### config.mk
export PLATFORM = sky130hd
export DESIGN_NAME = midi_burst_builder_flat
export DESIGN_NICKNAME = d
export VERILOG_FILES = /design/src/rtl/midi_pkg.sv /design/src/rtl/midi_burst_builder_if.sv /design/src/rtl/midi_msg_parser.sv /design/src/rtl/midi_burst_builder.sv /design/src/flat_wrapper.sv
export SDC_FILE = /design/constraint.sdc
export NUM_CORES = 1
export LEC_CHECK = 0
export ABC_CLOCK_PERIOD_IN_PS = 3430
export CORE_MARGIN = 8
export CORE_UTILIZATION = 40
export DETAILED_ROUTE_END_ITERATION = 8
export GPL_TIMING_DRIVEN = 0
export MAX_ROUTING_LAYER = met4
export PLACE_DENSITY = 0.67
export SYNTH_ARGS = -nofsm -noshare
export SYNTH_HDL_FRONTEND = slang
export SYNTH_SLANG_ARGS = --single-unit
### constraint.sdc
create_clock -name clk_in -period 3.43 [get_ports clk_in]
set_input_delay 0.343 -clock clk_in [delete_from_list [all_inputs] [get_ports clk_in]]
set_output_delay 0.343 -clock clk_in [all_outputs]
set_load 0.02 [all_outputs]
### src/rtl/midi_pkg.sv
// ---------------------------------------------------------------------------
// midi_pkg
// Shared types and constants for the MIDI burst builder.
//   - MIDI status nibbles and the realtime threshold
//   - parser state encoding
//   - parsed message record handed from the parser to the slot allocator
//   - slot_word(): packs a note/velocity pair into a 16-bit slot word
// ---------------------------------------------------------------------------
package midi_pkg;

   localparam logic [3:0] NOTE_OFF     = 4'h8;
   localparam logic [3:0] NOTE_ON      = 4'h9;
   localparam logic [7:0] REALTIME_MIN = 8'hF8;

   typedef enum logic [1:0] {
      IDLE  = 2'd0,
      DATA1 = 2'd1,
      DATA2 = 2'd2,
      SKIP  = 2'd3
   } parser_state_e;

   typedef struct packed {
      logic       is_on;
      logic [6:0] note;
      logic [6:0] vel;
   } midi_msg_t;

   // Slot word layout: [15:8] note number, [7:0] velocity (both 7-bit values).
   function automatic logic [15:0] slot_word(input logic [6:0] note, input logic [6:0] vel);
      return {1'b0, note, 1'b0, vel};
   endfunction

endpackage

### src/rtl/midi_burst_builder_if.sv
// ---------------------------------------------------------------------------
// midi_burst_builder_if
// Burst interface between the MIDI burst builder (master) and the synthesis
// combiner (slave).
//   on_array_out          bit i = slot i holds a sounding note
//   midi_burst_data_out   per slot {note, velocity}
//   midi_burst_change_out one-cycle pulse, burst contents changed
//   voice_drop_out        one-cycle pulse, a Note On found no free slot
//   active_count_out      number of sounding slots
// ---------------------------------------------------------------------------
interface midi_burst_builder_if #(
   parameter int NUM_VOICES = 5
) ();

   logic [NUM_VOICES-1:0] on_array_out;
   logic [15:0]           midi_burst_data_out [NUM_VOICES];
   logic                  midi_burst_change_out;
   logic                  voice_drop_out;
   logic [2:0]            active_count_out;

   modport master (
      output on_array_out,
      output midi_burst_data_out,
      output midi_burst_change_out,
      output voice_drop_out,
      output active_count_out
   );

   modport slave (
      input on_array_out,
      input midi_burst_data_out,
      input midi_burst_change_out,
      input voice_drop_out,
      input active_count_out
   );

endinterface

### src/rtl/midi_msg_parser.sv
// ---------------------------------------------------------------------------
// midi_msg_parser
// Byte-level MIDI parser for Note On / Note Off with running status.
// Ports:
//   clk_i, rst_i        clock, asynchronous active-high reset
//   byte_i, byte_valid_i received byte and its single-cycle valid
//   msg_o, msg_valid_o  completed message, valid for one cycle after the
//                       edge that sampled the velocity byte
// Parameters: OMNI (1 = all channels), CHANNEL (channel used when OMNI=0).
// ---------------------------------------------------------------------------
module midi_msg_parser
   import midi_pkg::*;
#(
   parameter bit         OMNI    = 1'b1,
   parameter logic [3:0] CHANNEL = 4'd0
) (
   input  logic       clk_i,
   input  logic       rst_i,
   input  logic [7:0] byte_i,
   input  logic       byte_valid_i,
   output midi_msg_t  msg_o,
   output logic       msg_valid_o
);

   parser_state_e state_q, state_d;
   logic          rs_valid_q, rs_valid_d;   // running status present
   logic          rs_on_q, rs_on_d;         // running status is 0x9n
   logic [6:0]    note_q, note_d;
   midi_msg_t     msg_q, msg_d;
   logic          msg_valid_q, msg_valid_d;

   logic is_status;
   logic is_realtime;
   logic is_note_status;
   logic chan_ok;
   logic data2_done;

   assign is_status      = byte_i[7];
   assign is_realtime    = (byte_i >= REALTIME_MIN);
   assign is_note_status = (byte_i[7:4] == NOTE_ON) || (byte_i[7:4] == NOTE_OFF);
   assign chan_ok        = OMNI || (byte_i[3:0] == CHANNEL);
   assign data2_done     = byte_valid_i && !is_status && (state_q == DATA2);

   always_comb begin
      state_d     = state_q;
      rs_valid_d  = rs_valid_q;
      rs_on_d     = rs_on_q;
      note_d      = note_q;
      msg_d       = msg_q;
      msg_valid_d = 1'b0;

      // Realtime bytes may interleave anywhere and leave the parser untouched.
      if (byte_valid_i && !is_realtime) begin
         if (is_status) begin
            if (is_note_status && chan_ok) begin
               rs_valid_d = 1'b1;
               rs_on_d    = (byte_i[7:4] == NOTE_ON);
               state_d    = DATA1;
            end else begin
               // Any other status (or a foreign channel) cancels running status
               // so that its trailing data bytes are not mistaken for notes.
               rs_valid_d = 1'b0;
               state_d    = SKIP;
            end
         end else begin
            case (state_q)
               IDLE: begin
                  if (rs_valid_q) begin
                     note_d  = byte_i[6:0];
                     state_d = DATA2;
                  end
               end
               DATA1: begin
                  note_d  = byte_i[6:0];
                  state_d = DATA2;
               end
               DATA2: begin
                  msg_d.is_on = rs_on_q && (byte_i[6:0] != 7'd0);
                  msg_d.note  = note_q;
                  msg_d.vel   = byte_i[6:0];
                  msg_valid_d = 1'b1;
                  state_d     = IDLE;
               end
               default: ;   // SKIP: data bytes of a message we do not handle
            endcase
         end
      end
   end

   always_ff @(posedge clk_i or posedge rst_i) begin
      if (rst_i) begin
         state_q     <= IDLE;
         rs_valid_q  <= 1'b0;
         rs_on_q     <= 1'b0;
         note_q      <= '0;
         msg_q       <= '0;
         msg_valid_q <= 1'b0;
      end else begin
         state_q     <= state_d;
         rs_valid_q  <= rs_valid_d;
         rs_on_q     <= rs_on_d;
         note_q      <= note_d;
         msg_q       <= msg_d;
         msg_valid_q <= msg_valid_d;
      end
   end

   assign msg_o       = msg_q;
   assign msg_valid_o = msg_valid_q;

   // A message needs at least two bytes, so a completed message is always
   // consumed before the next one can complete.
   a_no_pending_overrun: assert property (@(posedge clk_i) disable iff (rst_i)
      !(msg_valid_q && data2_done));

endmodule

### src/rtl/midi_burst_builder.sv
// ---------------------------------------------------------------------------
// midi_burst_builder
// Turns a raw MIDI byte stream into the per-voice burst interface.
// Ports:
//   clk_in, rst_in        clock, asynchronous active-high reset
//   byte_in, byte_valid_in received MIDI byte and its single-cycle valid
//   burst_if              burst interface (master side)
// Pipeline: parser registers the message at edge E (velocity byte), the
// apply stage latches it at E+1, and slot registers update at E+2.
// ---------------------------------------------------------------------------
module midi_burst_builder
   import midi_pkg::*;
#(
   parameter int         NUM_VOICES = 5,
   parameter bit         OMNI       = 1'b1,
   parameter logic [3:0] CHANNEL    = 4'd0
) (
   input  logic                 clk_in,
   input  logic                 rst_in,
   input  logic [7:0]           byte_in,
   input  logic                 byte_valid_in,
   midi_burst_builder_if.master burst_if
);

   localparam int IDX_W = (NUM_VOICES > 1) ? $clog2(NUM_VOICES) : 1;

   midi_msg_t msg;
   logic      msg_valid;

   midi_msg_parser #(
      .OMNI    (OMNI),
      .CHANNEL (CHANNEL)
   ) u_parser (
      .clk_i        (clk_in),
      .rst_i        (rst_in),
      .byte_i       (byte_in),
      .byte_valid_i (byte_valid_in),
      .msg_o        (msg),
      .msg_valid_o  (msg_valid)
   );

   // Apply stage input register.
   logic      apply_valid_q;
   midi_msg_t apply_msg_q;

   // Voice slot registers.
   logic [NUM_VOICES-1:0] on_q, on_d;
   logic [6:0]            note_q [NUM_VOICES];
   logic [6:0]            note_d [NUM_VOICES];
   logic [6:0]            vel_q  [NUM_VOICES];
   logic [6:0]            vel_d  [NUM_VOICES];
   logic                  change_q, change_d;
   logic                  drop_q, drop_d;
   logic [2:0]            count_q, count_d;

   // Slot search: only sounding slots can match; free means not sounding.
   logic [NUM_VOICES-1:0] match_vec;
   logic [NUM_VOICES-1:0] free_vec;
   logic                  hit_found, free_found;
   logic [IDX_W-1:0]      hit_idx, free_idx;

   for (genvar gi = 0; gi < NUM_VOICES; gi++) begin : g_search
      assign match_vec[gi] = on_q[gi] && (note_q[gi] == apply_msg_q.note);
      assign free_vec[gi]  = !on_q[gi];
   end

   // Scanning downwards leaves the lowest matching index as the result.
   always_comb begin
      hit_found  = 1'b0;
      hit_idx    = '0;
      free_found = 1'b0;
      free_idx   = '0;
      for (int i = NUM_VOICES - 1; i >= 0; i--) begin
         if (match_vec[i]) begin
            hit_found = 1'b1;
            hit_idx   = IDX_W'(i);
         end
         if (free_vec[i]) begin
            free_found = 1'b1;
            free_idx   = IDX_W'(i);
         end
      end
   end

   always_comb begin
      on_d     = on_q;
      note_d   = note_q;
      vel_d    = vel_q;
      change_d = 1'b0;
      drop_d   = 1'b0;

      if (apply_valid_q) begin
         if (apply_msg_q.is_on) begin
            if (hit_found) begin
               // Retrigger of a sounding note keeps its slot.
               vel_d[hit_idx] = apply_msg_q.vel;
               change_d       = 1'b1;
            end else if (free_found) begin
               on_d[free_idx]   = 1'b1;
               note_d[free_idx] = apply_msg_q.note;
               vel_d[free_idx]  = apply_msg_q.vel;
               change_d         = 1'b1;
            end else begin
               drop_d = 1'b1;
            end
         end else if (hit_found) begin
            on_d[hit_idx]   = 1'b0;
            note_d[hit_idx] = '0;
            vel_d[hit_idx]  = '0;
            change_d        = 1'b1;
         end
      end

      count_d = 3'($countones(on_d));
   end

   always_ff @(posedge clk_in or posedge rst_in) begin
      if (rst_in) begin
         apply_valid_q <= 1'b0;
         apply_msg_q   <= '0;
         on_q          <= '0;
         change_q      <= 1'b0;
         drop_q        <= 1'b0;
         count_q       <= '0;
         for (int i = 0; i < NUM_VOICES; i++) begin
            note_q[i] <= '0;
            vel_q[i]  <= '0;
         end
      end else begin
         apply_valid_q <= msg_valid;
         apply_msg_q   <= msg;
         on_q          <= on_d;
         note_q        <= note_d;
         vel_q         <= vel_d;
         change_q      <= change_d;
         drop_q        <= drop_d;
         count_q       <= count_d;
      end
   end

   assign burst_if.on_array_out          = on_q;
   assign burst_if.midi_burst_change_out = change_q;
   assign burst_if.voice_drop_out        = drop_q;
   assign burst_if.active_count_out      = count_q;

   for (genvar gi = 0; gi < NUM_VOICES; gi++) begin : g_data
      assign burst_if.midi_burst_data_out[gi] = slot_word(note_q[gi], vel_q[gi]);
   end

endmodule

### src/flat_wrapper.sv
// flat-port wrapper written by rule: the top's interface ports become plain ports
module midi_burst_builder_flat import midi_pkg::*;
#(
   parameter int         NUM_VOICES = 5,
   parameter bit         OMNI       = 1'b1,
   parameter logic [3:0] CHANNEL    = 4'd0
)
  (clk_in, rst_in, byte_in, byte_valid_in, burst_if_on_array_out, burst_if_midi_burst_data_out, burst_if_midi_burst_change_out, burst_if_voice_drop_out, burst_if_active_count_out);
  midi_burst_builder_if #(.NUM_VOICES(NUM_VOICES)) burst_if_i ();
  input  logic clk_in;
  input  logic rst_in;
  input  logic [7:0] byte_in;
  input  logic byte_valid_in;
  output wire logic [$bits(burst_if_i.on_array_out)-1:0] burst_if_on_array_out;
  output wire logic [$bits(burst_if_i.midi_burst_data_out)-1:0] burst_if_midi_burst_data_out;
  output wire logic [$bits(burst_if_i.midi_burst_change_out)-1:0] burst_if_midi_burst_change_out;
  output wire logic [$bits(burst_if_i.voice_drop_out)-1:0] burst_if_voice_drop_out;
  output wire logic [$bits(burst_if_i.active_count_out)-1:0] burst_if_active_count_out;
  assign burst_if_on_array_out = burst_if_i.on_array_out;
  assign burst_if_midi_burst_data_out = {>>{burst_if_i.midi_burst_data_out}};
  assign burst_if_midi_burst_change_out = burst_if_i.midi_burst_change_out;
  assign burst_if_voice_drop_out = burst_if_i.voice_drop_out;
  assign burst_if_active_count_out = burst_if_i.active_count_out;
  midi_burst_builder #(.NUM_VOICES(NUM_VOICES), .OMNI(OMNI), .CHANNEL(CHANNEL)) u_core (.clk_in(clk_in), .rst_in(rst_in), .byte_in(byte_in), .byte_valid_in(byte_valid_in), .burst_if(burst_if_i));
endmodule
# Word-level counts from Yosys, hierarchy flattened
# Index checks and enable logic that the tools add are counted.
[op_classes]
n_eq_ne = 12
addsub = 4
magnitude_cmp = 9
reduce_logical = 26
n_bitwise = 9
mux = 63
[op_table]
columns = ["operator", "count"]
rows = [
  ["2-to-1 mux 35 bit", 8],
  ["bitwise mux 35 bit", 3],
  ["AND 35 bit", 2],
  ["demux 7 bit (select 3 bit)", 2],
  ["equality test 7 bit", 5],
  ["NOT 35 bit", 1],
  ["2-to-1 mux 3 bit", 10],
  ["2-to-1 mux 1 bit", 25],
  ["2-to-1 mux 5 bit", 5],
  ["2-to-1 mux 7 bit", 3],
  ["case mux 7 bit (2 select lines)", 1],
  ["AND reduction 3 bit", 4],
  ["logical AND 1 bit", 11],
  ["equality test 4 bit (second input constant)", 2],
  [">= comparator 4 bit (second input constant)", 2],
  [">= comparator 8 bit (second input constant)", 1],
  ["less-than comparator 3 x 4 -> 1 bit (second input constant)", 2],
  ["less-than comparator 4 x 1 -> 1 bit (second input constant)", 2],
  ["NOT 3 -> 4 bit", 2],
  ["AND reduction 4 bit", 2],
  ["nonzero test 7 bit", 1],
  ["demux 1 bit (select 3 bit)", 2],
  [">= comparator 3 x 1 -> 1 bit (second input constant)", 2],
  ["2-to-1 mux 2 bit", 3],
  ["other kinds (18)", 22],
]
[word_totals]
register_bits = 123
input_bits = 11
elab_cells = 149

# Logic depth before layout (Yosys ltp)
# Gate-level depths: netlist of run 1.
[logic_depth]
word_depth = 19
ltp_mapped = 13
mapped_depth_nobuf = 12

# Modules after synthesis
# From an unflattened synthesis of run 1, not the netlist that was laid out.
[unflattened]
hier_cells = 413
hier_area_um2 = 5340.1
[modules_own_cells]
columns = ["mod", "instances", "seq_area_each_um2", "cells_each", "area_each_um2"]
rows = [
  ["midi_burst_builder", 1, 2402.3, 339, 4224.1],
  ["midi_msg_parser", 1, 675.6, 74, 1116.1],
]

# Worst setup path before layout of run 1
# Ideal clock, no wire load.
[synth_path]
path_kind = "reg-to-reg"
from = "register u_core.apply_msg_q[11] in the netlist's numbering"
to = "register u_core.count_q[1], in the netlist u_core.burst_if.active_count_out[1]"
setup_ns = 0.064
synth_period_minus_slack_ns = 3.241
path_stages_with_launch = 14
t_arrival_ns = 3.177
path_buffers = 1
setup_slack_ns = 0.189
path_cell_list = "dfrtp_1 buf_2 xor2_1 nor4_4 nand4_4 nand4_1 nor2_1 a31oi_1 a211oi_1 ha_1 fa_1 inv_1 fa_1 inv_1"
[synth_between]
elab_chain_len = 19
elab_cells_between_ends = 35
cone_classes = "add/sub (4); order compare (2); eq/ne (5); mux (16); bitwise (2); reduce/logical (6)"
[synth_rtl]
columns = ["element", "line", "rtl"]
rows = [
  ["from (decl)", "midi_burst_builder.sv:44", "midi_msg_t apply_msg_q;"],
  ["from (signal assigned)", "midi_burst_builder.sv:131", "apply_msg_q <= msg;"],
  ["equality test 7 bit", "midi_burst_builder.sv:63", "assign match_vec[gi] = on_q[gi] && (note_q[gi] == apply_msg_q.note);"],
  ["logical AND 1 bit", "midi_burst_builder.sv:63", ""],
  ["2-to-1 mux 3 bit (5 in a row)", "midi_burst_builder.sv:74", "if (match_vec[i]) begin"],
  ["less-than comparator 3 x 4 -> 1 bit (not written as such) or >= comparator 3 x 1 -> 1 bit (tied branches)", "midi_burst_builder.sv:107", "on_d[hit_idx] = 1'b0;"],
  ["logical AND 1 bit (not written as such)", "midi_burst_builder.sv:107", ""],
  ["2-to-1 mux 1 bit (not written as such)", "midi_burst_builder.sv:107", ""],
  ["demux 1 bit (select 3 bit)", "n/a", ""],
  ["NOT 5 bit (no source line)", "n/a", ""],
  ["AND 5 bit (no source line)", "n/a", ""],
  ["2-to-1 mux 5 bit", "midi_burst_builder.sv:106", "end else if (hit_found) begin"],
  ["2-to-1 mux 5 bit (*)", "midi_burst_builder.sv:93", "if (apply_msg_q.is_on) begin"],
  ["2-to-1 mux 5 bit (*)", "midi_burst_builder.sv:92", "if (apply_valid_q) begin"],
  ["named net u_core.on_d[2]", "midi_burst_builder.sv:47", "logic [NUM_VOICES-1:0] on_q, on_d;"],
  ["adder 1 x 1 -> 2 bit (not written as such) (*)", "midi_burst_builder.sv:114", "count_d = 3'($countones(on_d));"],
  ["adder 3 bit (not written as such) (*)", "midi_burst_builder.sv:114", ""],
  ["adder 3 x 1 -> 3 bit (not written as such) (*)", "midi_burst_builder.sv:114", ""],
  ["named net u_core.count_d[1]", "midi_burst_builder.sv:54", "logic [2:0] count_q, count_d;"],
  ["to (signal assigned)", "midi_burst_builder.sv:137", "count_q <= count_d;"],
  ["to (decl)", "midi_burst_builder.sv:54", ""],
]
# The timed path passes the listed nets; every way through them passes the cells marked *.
# A chain may end at the register's enable or synchronous reset.

# Worst setup path after layout of run 1
# Same ends and word-level chain as after synthesis.

==> metrics.log, run 1 <==
[metrics] first-pass GRT wire length: 21290 um
[metrics] average detailed-routed wire length per instance: around 18 um
[metrics] Gate Count Post-Synth: roughly 420
[metrics] Initial Util: 0.4046
[metrics] htree depth: 4
[metrics] internal power summed over all cells: 3.376 mW
[metrics] dpl hpwl: between 9000 and 10000 um
[metrics] highest attainable clock frequency: 0.3059 GHz
[metrics] total wire length: 13190 um
[metrics] GRT overflow: 0
[metrics] sink count of the clock tree: 123
[metrics] Setup violations, final: 0
[metrics] number of synthesis warnings: 0
[metrics] I/O pin total: 101
[metrics] standard-cell row count: 42
[metrics] fraction of registers with async set/reset: 1.000
[metrics] Clock transition at path regs: about 0.06 ns
[metrics] Worst Setup Slack, final: 0.1609 ns
[metrics] part of the total power dissipated in combinational logic: 0.255
[metrics] total power consumption of the routed design: a little under 5 mW
[metrics] Cell Area, Synth: 5294 um2
[metrics] switching power share of the total: 0.3115
[metrics] number of maximum-capacitance constraint violations: 0
[metrics] Seq/Total Area, Yosys: 0.5814
[metrics] type of destination of the critical path: flop
[metrics] power density of the placed cells: around 690 nW/um2
[metrics] worst setup slack before clock tree synthesis: -0.4371 ns
[metrics] horizontal die dimension: 131.0 um
[metrics] worst setup path class: flop to flop
[metrics] area growth from synthesis to final layout: 34.65%
[metrics] antenna violations before repair: 0
[metrics] number of DRC markers after the initial detailed-route iteration: approximately 220
[metrics] clock tree from TritonCTS: yes
[metrics] placeable core region: 13090 um2
[metrics] cts bufs inserted: 17
[metrics] Die Outline Area: 17170 um2
[metrics] signal arrival time at the worst endpoint: 3.62 ns
[metrics] pin count of the biggest net entering global routing: 43
[metrics] Reg power frac: 0.403
[metrics] via count: 3913
[metrics] final critical path time including I/O delays and setup: 3.269 ns
[metrics] Primary FF master, synth: sky130_fd_sc_hd__dfrtp_1
[metrics] first element of the critical path: u_core.apply_msg_q[11]
[metrics] clock root buffer: sky130_fd_sc_hd__clkbuf_16
[metrics] relative contribution of the clock network to total power: 0.343
[metrics] antenna diode count: 0
[metrics] height of the die: 131.0 um
[metrics] Post-Syn Area per Cell: 12.70 um2
[metrics] share of post-route cells with drive strength above 1: 0.1718
[metrics] drt drc: 0
[metrics] number of port buffers: 90
[metrics] Cells after DPL: 695
[metrics] Worst Tran Pin Value: 0.9234 ns
[metrics] beginning of the worst register-to-register path: u_core.apply_msg_q[11]
[metrics] post-detailed-route count of antenna-violating nets: 0
[metrics] share of the clock period used by the worst path: 0.9531
[metrics] buffers from clock root to sink, at most: 2
[metrics] FF+latch count, synth: roughly 120
[metrics] Finished Core Util: 0.5448
[metrics] kind of start point of the critical path: flop
[metrics] via count of the first global-routing pass: just over 4000
[metrics] final cell area excluding filler cells: 7128 um2
[metrics] insertion delay to the later sink of the worst-skew pair: 0.42 ns
[metrics] VDD IR-drop max: 0.2746 mV
[metrics] switching power total: 1.528 mW
[metrics] first drt pass iteration count: 5
[metrics] worst min path class: input port to async pin
[metrics] Leakage: ~3.2 nW
[metrics] run status: finished, final reports clean
[metrics] Nets: 556
[metrics] WP data required: 3.78 ns
[metrics] highest fanout seen on the critical path: 10
[metrics] global-route usage over all layers: 0.1664
[metrics] RePlAce Congestion: 0.9291
[metrics] Cell variety after synth: 50
[metrics] number of non-filler instances in the completed layout: roughly 730
[metrics] count of flip-flops with a built-in enable after synthesis: 0
[metrics] hold-fix buffer count after cts: 0
[metrics] worst slew margin relative to its limit: 0.3828
[metrics] placed inst area: 6513 um2
[metrics] Max Slew Vio Count: 0
[metrics] via-per-instance ratio: 5.368
[metrics] setup skew after layout: 0.005880 ns
[metrics] Hold Fails Final Rpt: 0
[metrics] unrepaired setup endpoints after global routing: false
## metrics by stage
| stage | TNS [ns] | hold WS (ns) |
|---|---|---|
| 2_1_floorplan | 0 | 0.3312 |
| 3_3_place_gp | -1.713 | 0.3355 |
| 3_5_place_dp | -1.540 | 0.3395 |
| 4_1_cts | 0 | 0.2354 |
| 5_1_grt | 0 | 0.2550 |
| 6_report | 0 | 0.2446 |
## layer usage
metal	global-route usage	wire length, um
met5	-	0
met4	0.08238	192
met3	0.04140	680
met2	0.2693	6880
met1	0.1896	5440
## sequential cells by signal (all words and copies together) (netlist names), 2 cells and up
signal and cells:
u_core.u_parser.note_q 7, u_core.burst_if.midi_burst_data_out 70, u_core.u_parser.msg_o 15, u_core.burst_if.active_count_out 3, u_core.u_parser.state_q 2, u_core.burst_if.on_array_out 5
u_core.apply_msg_q 15
## cells in the mapped netlist, types with 5 or more instances
cell / number / share of area
sky130_fd_sc_hd__nand4_1: 10 / 0.012
sky130_fd_sc_hd__dfrtp_1: 123 / 0.58
sky130_fd_sc_hd__clkbuf_1: 5 / 0.0035
sky130_fd_sc_hd__inv_1: 11 / 0.0078
sky130_fd_sc_hd__o21ai_1: 5 / 0.0047
sky130_fd_sc_hd__nor4_1: 6 / 0.0071
sky130_fd_sc_hd__xnor2_1: 11 / 0.018
sky130_fd_sc_hd__a22o_1: 70 / 0.12
sky130_fd_sc_hd__nand3_1: 6 / 0.0057
sky130_fd_sc_hd__xor2_1: 24 / 0.040
sky130_fd_sc_hd__nor2_1: 18 / 0.013
sky130_fd_sc_hd__mux2_2: 23 / 0.049
sky130_fd_sc_hd__nor3_1: 6 / 0.0057
sky130_fd_sc_hd__buf_4: 13 / 0.018
sky130_fd_sc_hd__nand2_1: 19 / 0.013
## cells by family (layout without fill, tap and decap cells)
| logic type | after synthesis | after routing | synth area share |
|---|---|---|---|
| flip-flops | 123 | 123 | 0.5814 |
| AO/OA/AOI/OAI | 106 | 106 | 0.1624 |
| AND/OR/NAND/NOR | 87 | 87 | 0.09478 |
| buffers and inverters | 37 | 164 | 0.03923 |
| XOR/XNOR | 35 | 35 | 0.05791 |
| multiplexers | 23 | 23 | 0.04892 |
| adder cells (fa/ha/maj) | 5 | 5 | 0.01465 |
| other | 1 | 10 | 0.0007084 |
## worst paths after layout
check / to / cells after the start / slack [ns]
min in group clk_in: u_core.apply_valid_q / 0 / 0.35
max in group asynchronous: u_core.burst_if.midi_burst_data_out[70] / 4 / 2.47
min reg2reg: u_core.apply_valid_q / 0 / 0.35
max reg2reg: u_core.burst_if.active_count_out[1] / 13 / 0.16
min: u_core.burst_if.midi_burst_data_out[40] / 2 / 0.24
max: u_core.burst_if.active_count_out[1] / 13 / 0.16
## critical path: stages (launching register included)
cell and delay (ns):
sky130_fd_sc_hd__dfrtp_1 0.35, sky130_fd_sc_hd__clkbuf_4 0.21, sky130_fd_sc_hd__xor2_1 0.16, sky130_fd_sc_hd__nor4_1 0.33, sky130_fd_sc_hd__nand4_1 0.24, sky130_fd_sc_hd__nand4_1 0.26, sky130_fd_sc_hd__nor2_4 0.09, sky130_fd_sc_hd__a31oi_2 0.21
sky130_fd_sc_hd__a211oi_2 0.08, sky130_fd_sc_hd__ha_1 0.34, sky130_fd_sc_hd__fa_1 0.42, sky130_fd_sc_hd__inv_1 0.07, sky130_fd_sc_hd__fa_1 0.40, sky130_fd_sc_hd__inv_1 0.06
## what timing repair did
action / in CTS / in global routing
resized for setup: 2 / 6
pin swaps: 1 / 5
buffers inserted: 1 / 1
cloned: 0 / 0
endpoints found under the setup margin: 12 / 8
## final cells by class
type | count | area [um2]
Sequential cell | 123 | 3078
Clock inverter | 10 | 92.59
Inverter | 12 | 48.80
Buffer | 25 | 170.2
Fill cell | 1098 | 5957
Clock buffer | 22 | 474.2
Multi-Input combinational cell | 266 | 2068
Tap cell | 176 | 220.2
Timing Repair Buffer | 95 | 975.9
## placed cells by master, fill, tap and decap left out, types with 3 or more instances in the layout
cell                              count
sky130_fd_sc_hd__nand2b_1             3
sky130_fd_sc_hd__clkdlybuf4s50_1     90
sky130_fd_sc_hd__a31oi_1              3
sky130_fd_sc_hd__nor2_1              17
sky130_fd_sc_hd__or2_2                3
sky130_fd_sc_hd__mux2_2              23
sky130_fd_sc_hd__nand2_1             19
sky130_fd_sc_hd__clkinv_2             3
sky130_fd_sc_hd__xor2_1              23
sky130_fd_sc_hd__a22o_1              70
sky130_fd_sc_hd__nor4_1               6
sky130_fd_sc_hd__a21oi_2              3
sky130_fd_sc_hd__xnor2_1             11
sky130_fd_sc_hd__clkbuf_8             3
sky130_fd_sc_hd__buf_4               15
sky130_fd_sc_hd__dfrtp_1            123
sky130_fd_sc_hd__a21oi_1              4
sky130_fd_sc_hd__clkbuf_4             3
sky130_fd_sc_hd__o21ai_1              5
sky130_fd_sc_hd__o21ai_0              4
sky130_fd_sc_hd__buf_12               3
sky130_fd_sc_hd__nand4_1             10
sky130_fd_sc_hd__nand3_1              6
sky130_fd_sc_hd__clkbuf_16           17
sky130_fd_sc_hd__conb_1              10
sky130_fd_sc_hd__inv_1               10
sky130_fd_sc_hd__ha_1                 3
sky130_fd_sc_hd__clkinvlp_4           5
sky130_fd_sc_hd__nor3_1               6
sky130_fd_sc_hd__clkbuf_1             7
## power groups by stage
stage	Sequential (mW)	Clock, mW	Combinational (mW)
floorplan	2.04	0	0.728
global placement	1.99	0	1.21
detailed placement	2.00	0	1.24
CTS	1.98	1.72	1.25
global route	2.02	1.79	1.36
finish	1.98	1.68	1.25
No activity file was read; power rests on OpenSTA's default activity.
==> run 2: changes to the inputs <==
--- a/config.mk
+++ b/config.mk
@@ -7,11 +7,12 @@
 export LEC_CHECK = 0
 export ABC_CLOCK_PERIOD_IN_PS = 3430
 export CORE_MARGIN = 8
-export CORE_UTILIZATION = 40
+export CORE_UTILIZATION = 45
 export DETAILED_ROUTE_END_ITERATION = 8
 export GPL_TIMING_DRIVEN = 0
 export MAX_ROUTING_LAYER = met4
-export PLACE_DENSITY = 0.67
+export PLACE_DENSITY = 0.73
 export SYNTH_ARGS = -nofsm -noshare
 export SYNTH_HDL_FRONTEND = slang
 export SYNTH_SLANG_ARGS = --single-unit
+export TNS_END_PERCENT = 50
==> run 2 against run 1 <==
  * Combinational power about the same
  * Via count decreased by 1.9%
  * Sequential power about the same
  * Global-route usage increased by 1.2 points
  * Largest cell class unchanged
  * Design area about the same
  * Utilization increased by 7.7 points
  * Clock-buffer cell count decreased by 1
  * Clock power increased by 7%
  * Fmax decreased by 0.97%
==> metrics.log, run 2 (synthesized netlist as in run 1, its figures left out) <==
[metrics] Die Outline Area: 15490 um2
[metrics] via count of the first global-routing pass: 4161
[metrics] average detailed-routed wire length per instance: 18.92 um
[metrics] kind of start point of the critical path: flop
[metrics] clock tree from TritonCTS: yes
[metrics] worst slew margin relative to its limit: 0.3706
[metrics] worst min path class: input port to async pin
[metrics] most frequent standard cell in the layout excluding fill and tap cells: sky130_fd_sc_hd__dfrtp_1
[metrics] run status: finished, final reports clean
[metrics] first drt pass iteration count: 4
[metrics] horizontal die dimension: 124.5 um
[metrics] ordered cell list for the critical path: buf_4 > xor2_1 > nor4_2 > nand4_1 > nand4_1 > nor2_4 > a31oi_1 > a211oi_2 > ha_1 > fa_1 > inv_1 > fa_1 > inv_1
[metrics] pin count of the biggest net entering global routing: 40
[metrics] number of maximum-capacitance constraint violations: 0
[metrics] signal arrival time at the worst endpoint: 3.65 ns
[metrics] drt drc: 0
[metrics] final cell area excluding filler cells: just over 7000 um2
[metrics] standard-cell row count: 39
[metrics] total wire length: roughly 13000 um
[metrics] fill cell total of the finished layout: between 900 and 1000
[metrics] Initial Util: 0.4616
[metrics] insertion delay to the later sink of the worst-skew pair: roughly 0.4 ns
[metrics] Worst Setup Slack, final: 0.1288 ns
[metrics] placed inst area: 6471 um2
[metrics] number of port buffers: 90
[metrics] setup skew after layout: around 0.012 ns
[metrics] placeable core region: 11470 um2
[metrics] share of the clock period used by the worst path: 0.9624
[metrics] Nets: roughly 560
[metrics] post-detailed-route count of antenna-violating nets: 0
[metrics] Hold Fails Final Rpt: 0
[metrics] count of buffering cells on the critical path with inverters included: 3
[metrics] first-pass GRT wire length: between 20000 and 25000 um
[metrics] kind of cell with the highest combined delay on the critical path: adder cells
[metrics] antenna diode count: 0
[metrics] power density of the placed cells: ~710 nW/um2
[metrics] hold slack final: around 0.25 ns
[metrics] Reg2Reg Setup Slack: 0.13 ns
[metrics] global-route usage over all layers: 0.1786
[metrics] cts bufs inserted: 17
[metrics] share of post-route cells with drive strength above 1: 0.1748
[metrics] type of destination of the critical path: flop
[metrics] clock root buffer: sky130_fd_sc_hd__clkbuf_16
[metrics] height of the die: between 100 and 150 um
[metrics] highest fanout seen on the critical path: 10
[metrics] Setup violations, final: 0
[metrics] Max Slew Vio Count: 0
[metrics] worst setup slack before clock tree synthesis: -0.5194 ns
[metrics] GRT overflow: 0
[metrics] commonest non-fill, non-tap cells in the layout: sky130_fd_sc_hd__dfrtp_1, sky130_fd_sc_hd__clkdlybuf4s50_1, sky130_fd_sc_hd__a22o_1, sky130_fd_sc_hd__xor2_1, sky130_fd_sc_hd__mux2_2
[metrics] I/O pin total: 101
[metrics] htree depth: 4
[metrics] Leakage: 3.230 nW
[metrics] dpl hpwl: about 9600 um
[metrics] max FFs per register: 70
[metrics] antenna violations before repair: 0
[metrics] number of DRC markers after the initial detailed-route iteration: 307
[metrics] worst setup path class: flop to flop
[metrics] buffers from clock root to sink, at most: 2
[metrics] RePlAce Congestion: slightly above 0.9
[metrics] area growth from synthesis to final layout: 34.72%
[metrics] highest attainable clock frequency: 0.3029 GHz
[metrics] peak per-stage delay on the critical path: 0.41 ns
[metrics] Slowest cell on crit path: sky130_fd_sc_hd__fa_1
[metrics] sink count of the clock tree: 123
[metrics] via count: between 3000 and 4000
[metrics] Clock transition at path regs: roughly 0.06 ns
[metrics] via-per-instance ratio: 5.500
[metrics] Worst Tran Pin Value: between 0.9 and 1 ns
[metrics] final critical path time including I/O delays and setup: approximately 3.3 ns
[metrics] WP data required: 3.78 ns
[metrics] VDD IR-drop max: 0.6456 mV
run 2: repair_timing:
item                       in CTS  in global routing
hold buffers                    0                  0
pin swaps                       1                  6
setup endpoints to repair      18                  9
setup buffers                   1                  3
resized for setup               2                  5
run 2: final timing paths:
check / from / endpoint / cells past startpoint
min in group clk_in: u_core.u_parser.msg_valid_o / u_core.apply_valid_q / 0
setup / recovery: u_core.apply_msg_q[13] / u_core.burst_if.active_count_out[1] / 13
hold / removal: rst_in / u_core.burst_if.midi_burst_data_out[56] / 2
setup reg to reg: u_core.apply_msg_q[13] / u_core.burst_if.active_count_out[1] / 13
hold reg to reg: u_core.u_parser.msg_valid_o / u_core.apply_valid_q / 0
max in group asynchronous: rst_in / u_core.burst_if.midi_burst_data_out[18] / 4
run 2: layout make-up:
type | count | area (um2) | share of cell area
well taps | 143 | 178.9 | 0.02509
flip-flops and latches | 123 | 3078 | 0.4316
clock inverters | 11 | 143.9 | 0.02018
clock buffers | 21 | 460.4 | 0.06456
inverters | 12 | 48.80 | 0.006842
multi-input cells | 266 | 2066 | 0.2896
repair buffers | 97 | 991.0 | 0.1389
plain buffers | 25 | 165.2 | 0.02316
run 2: power by group:
part           switching, mW  internal (mW)  leakage (nW)
clock                  0.628           1.18         0.285
sequential             0.224           1.75          1.62
combinational          0.691          0.575          1.32
run 2: routing by layer:
layer / global-route usage / vias to the layer above / part of all wire
met5: - / - / 0
met4: 0.04890 / 0 / 0.010
met3: 0.05362 / 13 / 0.044
met2: 0.2903 / 92 / 0.52
met1: 0.2109 / 1961 / 0.43
li1: - / 1773 / -
run 2: per-stage QoR:
step,power [mW],TNS [ns],instances,utilization
2_1_floorplan,2.766,0,426,-
3_3_place_gp,3.191,-1.573,659,0.5591
3_5_place_dp,3.237,-1.822,662,0.5643
4_1_cts,5.066,0,695,0.6183
5_1_grt,5.277,-0.02339,698,0.6219
6_report,5.043,0,698,0.6219
==> run 3: changes to the inputs <==
--- a/config.mk
+++ b/config.mk
@@ -7,11 +7,11 @@
 export LEC_CHECK = 0
 export ABC_CLOCK_PERIOD_IN_PS = 3430
 export CORE_MARGIN = 8
-export CORE_UTILIZATION = 45
+export CORE_UTILIZATION = 47
 export DETAILED_ROUTE_END_ITERATION = 8
 export GPL_TIMING_DRIVEN = 0
 export MAX_ROUTING_LAYER = met4
-export PLACE_DENSITY = 0.73
+export PLACE_DENSITY = 0.76
 export SYNTH_ARGS = -nofsm -noshare
 export SYNTH_HDL_FRONTEND = slang
 export SYNTH_SLANG_ARGS = --single-unit
==> run 3 against run 2 <==
  * Sequential power about the same
  * Clock-buffer cell count down 1
  * Combinational power about the same
  * Worst setup slack worse by 0.060 ns
  * First-iteration DRC count up 0.65%
  * Utilization up 3.5 points
  * Worst hold slack better by 0.11 ns
  * Sequential share of layout area down 0.32 points
  * Sequential cell count unchanged
  * Largest cell class unchanged
==> metrics.log, run 3 (synthesized netlist as in run 1, its figures left out) <==
[metrics] signal arrival time at the worst endpoint: around 3.7 ns
[metrics] average detailed-routed wire length per instance: between 15 and 20 um
[metrics] Worst Setup Slack, final: 0.06907 ns
[metrics] antenna violations before repair: 0
[metrics] number of non-filler instances in the completed layout: around 690
[metrics] standard-cell row count: 38
[metrics] setup skew after layout: 0.009672 ns
[metrics] RePlAce Congestion: 0.9796
[metrics] total wire length: 13580 um
[metrics] worst setup slack before clock tree synthesis: -0.5149 ns
[metrics] Cells after DPL: 658
[metrics] post-detailed-route count of antenna-violating nets: 0
[metrics] highest attainable clock frequency: 0.2975 GHz
[metrics] commonest non-fill, non-tap cells in the layout: sky130_fd_sc_hd__dfrtp_1, sky130_fd_sc_hd__clkdlybuf4s50_1, sky130_fd_sc_hd__a22o_1, sky130_fd_sc_hd__xor2_1, sky130_fd_sc_hd__mux2_2
[metrics] horizontal die dimension: 122.1 um
[metrics] height of the die: 122.1 um
[metrics] Clock transition at path regs: 0.06 ns
[metrics] VDD IR-drop max: 0.4168 mV
[metrics] number of port buffers: 90
[metrics] first-pass GRT wire length: 22030 um
[metrics] WP data required: between 3 and 4 ns
[metrics] final critical path time including I/O delays and setup: 3.361 ns
[metrics] Nets: around 560
[metrics] type of destination of the critical path: flop
[metrics] Die Outline Area: 14920 um2
[metrics] highest fanout seen on the critical path: 10
[metrics] dpl hpwl: ~9500 um
[metrics] buffers from clock root to sink, at most: 2
[metrics] via count: between 3000 and 4000
[metrics] I/O pin total: 101
[metrics] pin count of the biggest net entering global routing: 47
[metrics] Worst Tran Pin Value: 0.9343 ns
[metrics] cts bufs inserted: 17
[metrics] via-per-instance ratio: just under 6
[metrics] total power consumption of the routed design: 5.280 mW
[metrics] power density of the placed cells: 734.9 nW/um2
[metrics] area growth from synthesis to final layout: 35.74%
[metrics] kind of start point of the critical path: flop
[metrics] antenna diode count: 0
[metrics] worst setup path class: flop to flop
[metrics] clock tree from TritonCTS: yes
[metrics] worst slew margin relative to its limit: 0.3755
[metrics] Setup violations, final: 0
[metrics] global-route usage over all layers: 0.1930
[metrics] share of the clock period used by the worst path: 0.9799
[metrics] sink count of the clock tree: roughly 120
[metrics] placeable core region: 10940 um2
[metrics] Leakage: 3.250 nW
[metrics] most frequent standard cell in the layout excluding fill and tap cells: sky130_fd_sc_hd__dfrtp_1
[metrics] insertion delay to the later sink of the worst-skew pair: 0.40 ns
[metrics] clock root buffer: sky130_fd_sc_hd__clkbuf_16
[metrics] max FFs per register: 70
[metrics] placed inst area: 6447 um2
[metrics] run status: finished, final reports clean
[metrics] Hold Fails Final Rpt: 0
[metrics] fill cell total of the finished layout: about 810
[metrics] Max Slew Vio Count: 0
[metrics] hold slack final: 0.3606 ns
[metrics] final cell area excluding filler cells: 7186 um2
[metrics] htree depth: 4
[metrics] worst min path class: flop to flop
[metrics] number of maximum-capacitance constraint violations: 0
[metrics] number of DRC markers after the initial detailed-route iteration: 309
[metrics] Initial Util: 0.4841
[metrics] first drt pass iteration count: 5
[metrics] share of post-route cells with drive strength above 1: 0.1775
[metrics] drt drc: 0
[metrics] GRT overflow: 0
[metrics] via count of the first global-routing pass: 4193
[run 3: power by group]
group          internal (mW)  total [mW]  switching, mW  leakage (nW)
Sequential              1.75        1.98          0.232          1.62
Combinational          0.580        1.29          0.710          1.31
Clock                   1.38        2.01          0.630         0.316
Total                   3.71        5.28           1.57          3.25
[run 3: worst paths after layout]
kind / to / startpoint / cells past startpoint / slack [ns]
hold / removal: u_core.apply_valid_q / u_core.u_parser.msg_valid_o / 0 / 0.36
min in group asynchronous: u_core.u_parser.msg_o[7] / rst_in / 2 / 0.45
hold reg to reg: u_core.apply_valid_q / u_core.u_parser.msg_valid_o / 0 / 0.36
max in group asynchronous: u_core.burst_if.on_array_out[3] / rst_in / 3 / 2.29
setup / recovery: u_core.burst_if.active_count_out[1] / u_core.apply_msg_q[9] / 14 / 0.07
setup reg to reg: u_core.burst_if.active_count_out[1] / u_core.apply_msg_q[9] / 14 / 0.07
[run 3: metal layers]
| metal | wire, um | up-vias | global-route usage |
|---|---|---|---|
| met3 | 809 | 22 | 0.04026 |
| met1 | 5358 | 2016 | 0.2241 |
| li1 | - | 1769 | - |
| met4 | 197 | 0 | 0.05636 |
| met2 | 7218 | 183 | 0.3307 |
| met5 | 0 | - | - |
[run 3: per-stage QoR]
stage	setup TNS [ns]	utilization
floorplan	0	-
global placement	-1.080	0.5859
detailed placement	-1.776	0.5896
CTS	0	0.6517
global route	-0.05205	0.6571
finish	0	0.6571
[run 3: worst max-delay path, stage by stage, from the launching register on]
cell                       delay, ns
sky130_fd_sc_hd__dfrtp_1        0.32
sky130_fd_sc_hd__buf_2          0.26
sky130_fd_sc_hd__xor2_1         0.20
sky130_fd_sc_hd__nor4_2         0.07
sky130_fd_sc_hd__nand4_1        0.09
sky130_fd_sc_hd__buf_4          0.15
sky130_fd_sc_hd__nand4_1        0.23
sky130_fd_sc_hd__nor2_4         0.27
sky130_fd_sc_hd__a31oi_1        0.13
sky130_fd_sc_hd__a211oi_2       0.30
sky130_fd_sc_hd__ha_1           0.32
sky130_fd_sc_hd__fa_1           0.42
sky130_fd_sc_hd__inv_1          0.08
sky130_fd_sc_hd__fa_1           0.40
sky130_fd_sc_hd__inv_1          0.06
[run 3: area by class of cell]
type | count | area (um2) | share of cell area
Buffer | 25 | 167.7 | 0.02333
Clock buffer | 20 | 446.7 | 0.06216
Clock inverter | 11 | 217.7 | 0.03030
Inverter | 12 | 48.80 | 0.006791
Multi-Input combinational cell | 266 | 2088 | 0.2906
Sequential cell | 123 | 3078 | 0.4283
Tap cell | 140 | 175.2 | 0.02438
Timing Repair Buffer | 95 | 963.4 | 0.1341
[run 3: timing repair]
action,4_1_cts,5_1_grt
hold buffers,0,0
gates cloned,0,0
endpoints found under the hold margin,0,0
pin swaps,1,6
setup buffers,1,2
resized for setup,2,10
setup endpoints to repair,24,9
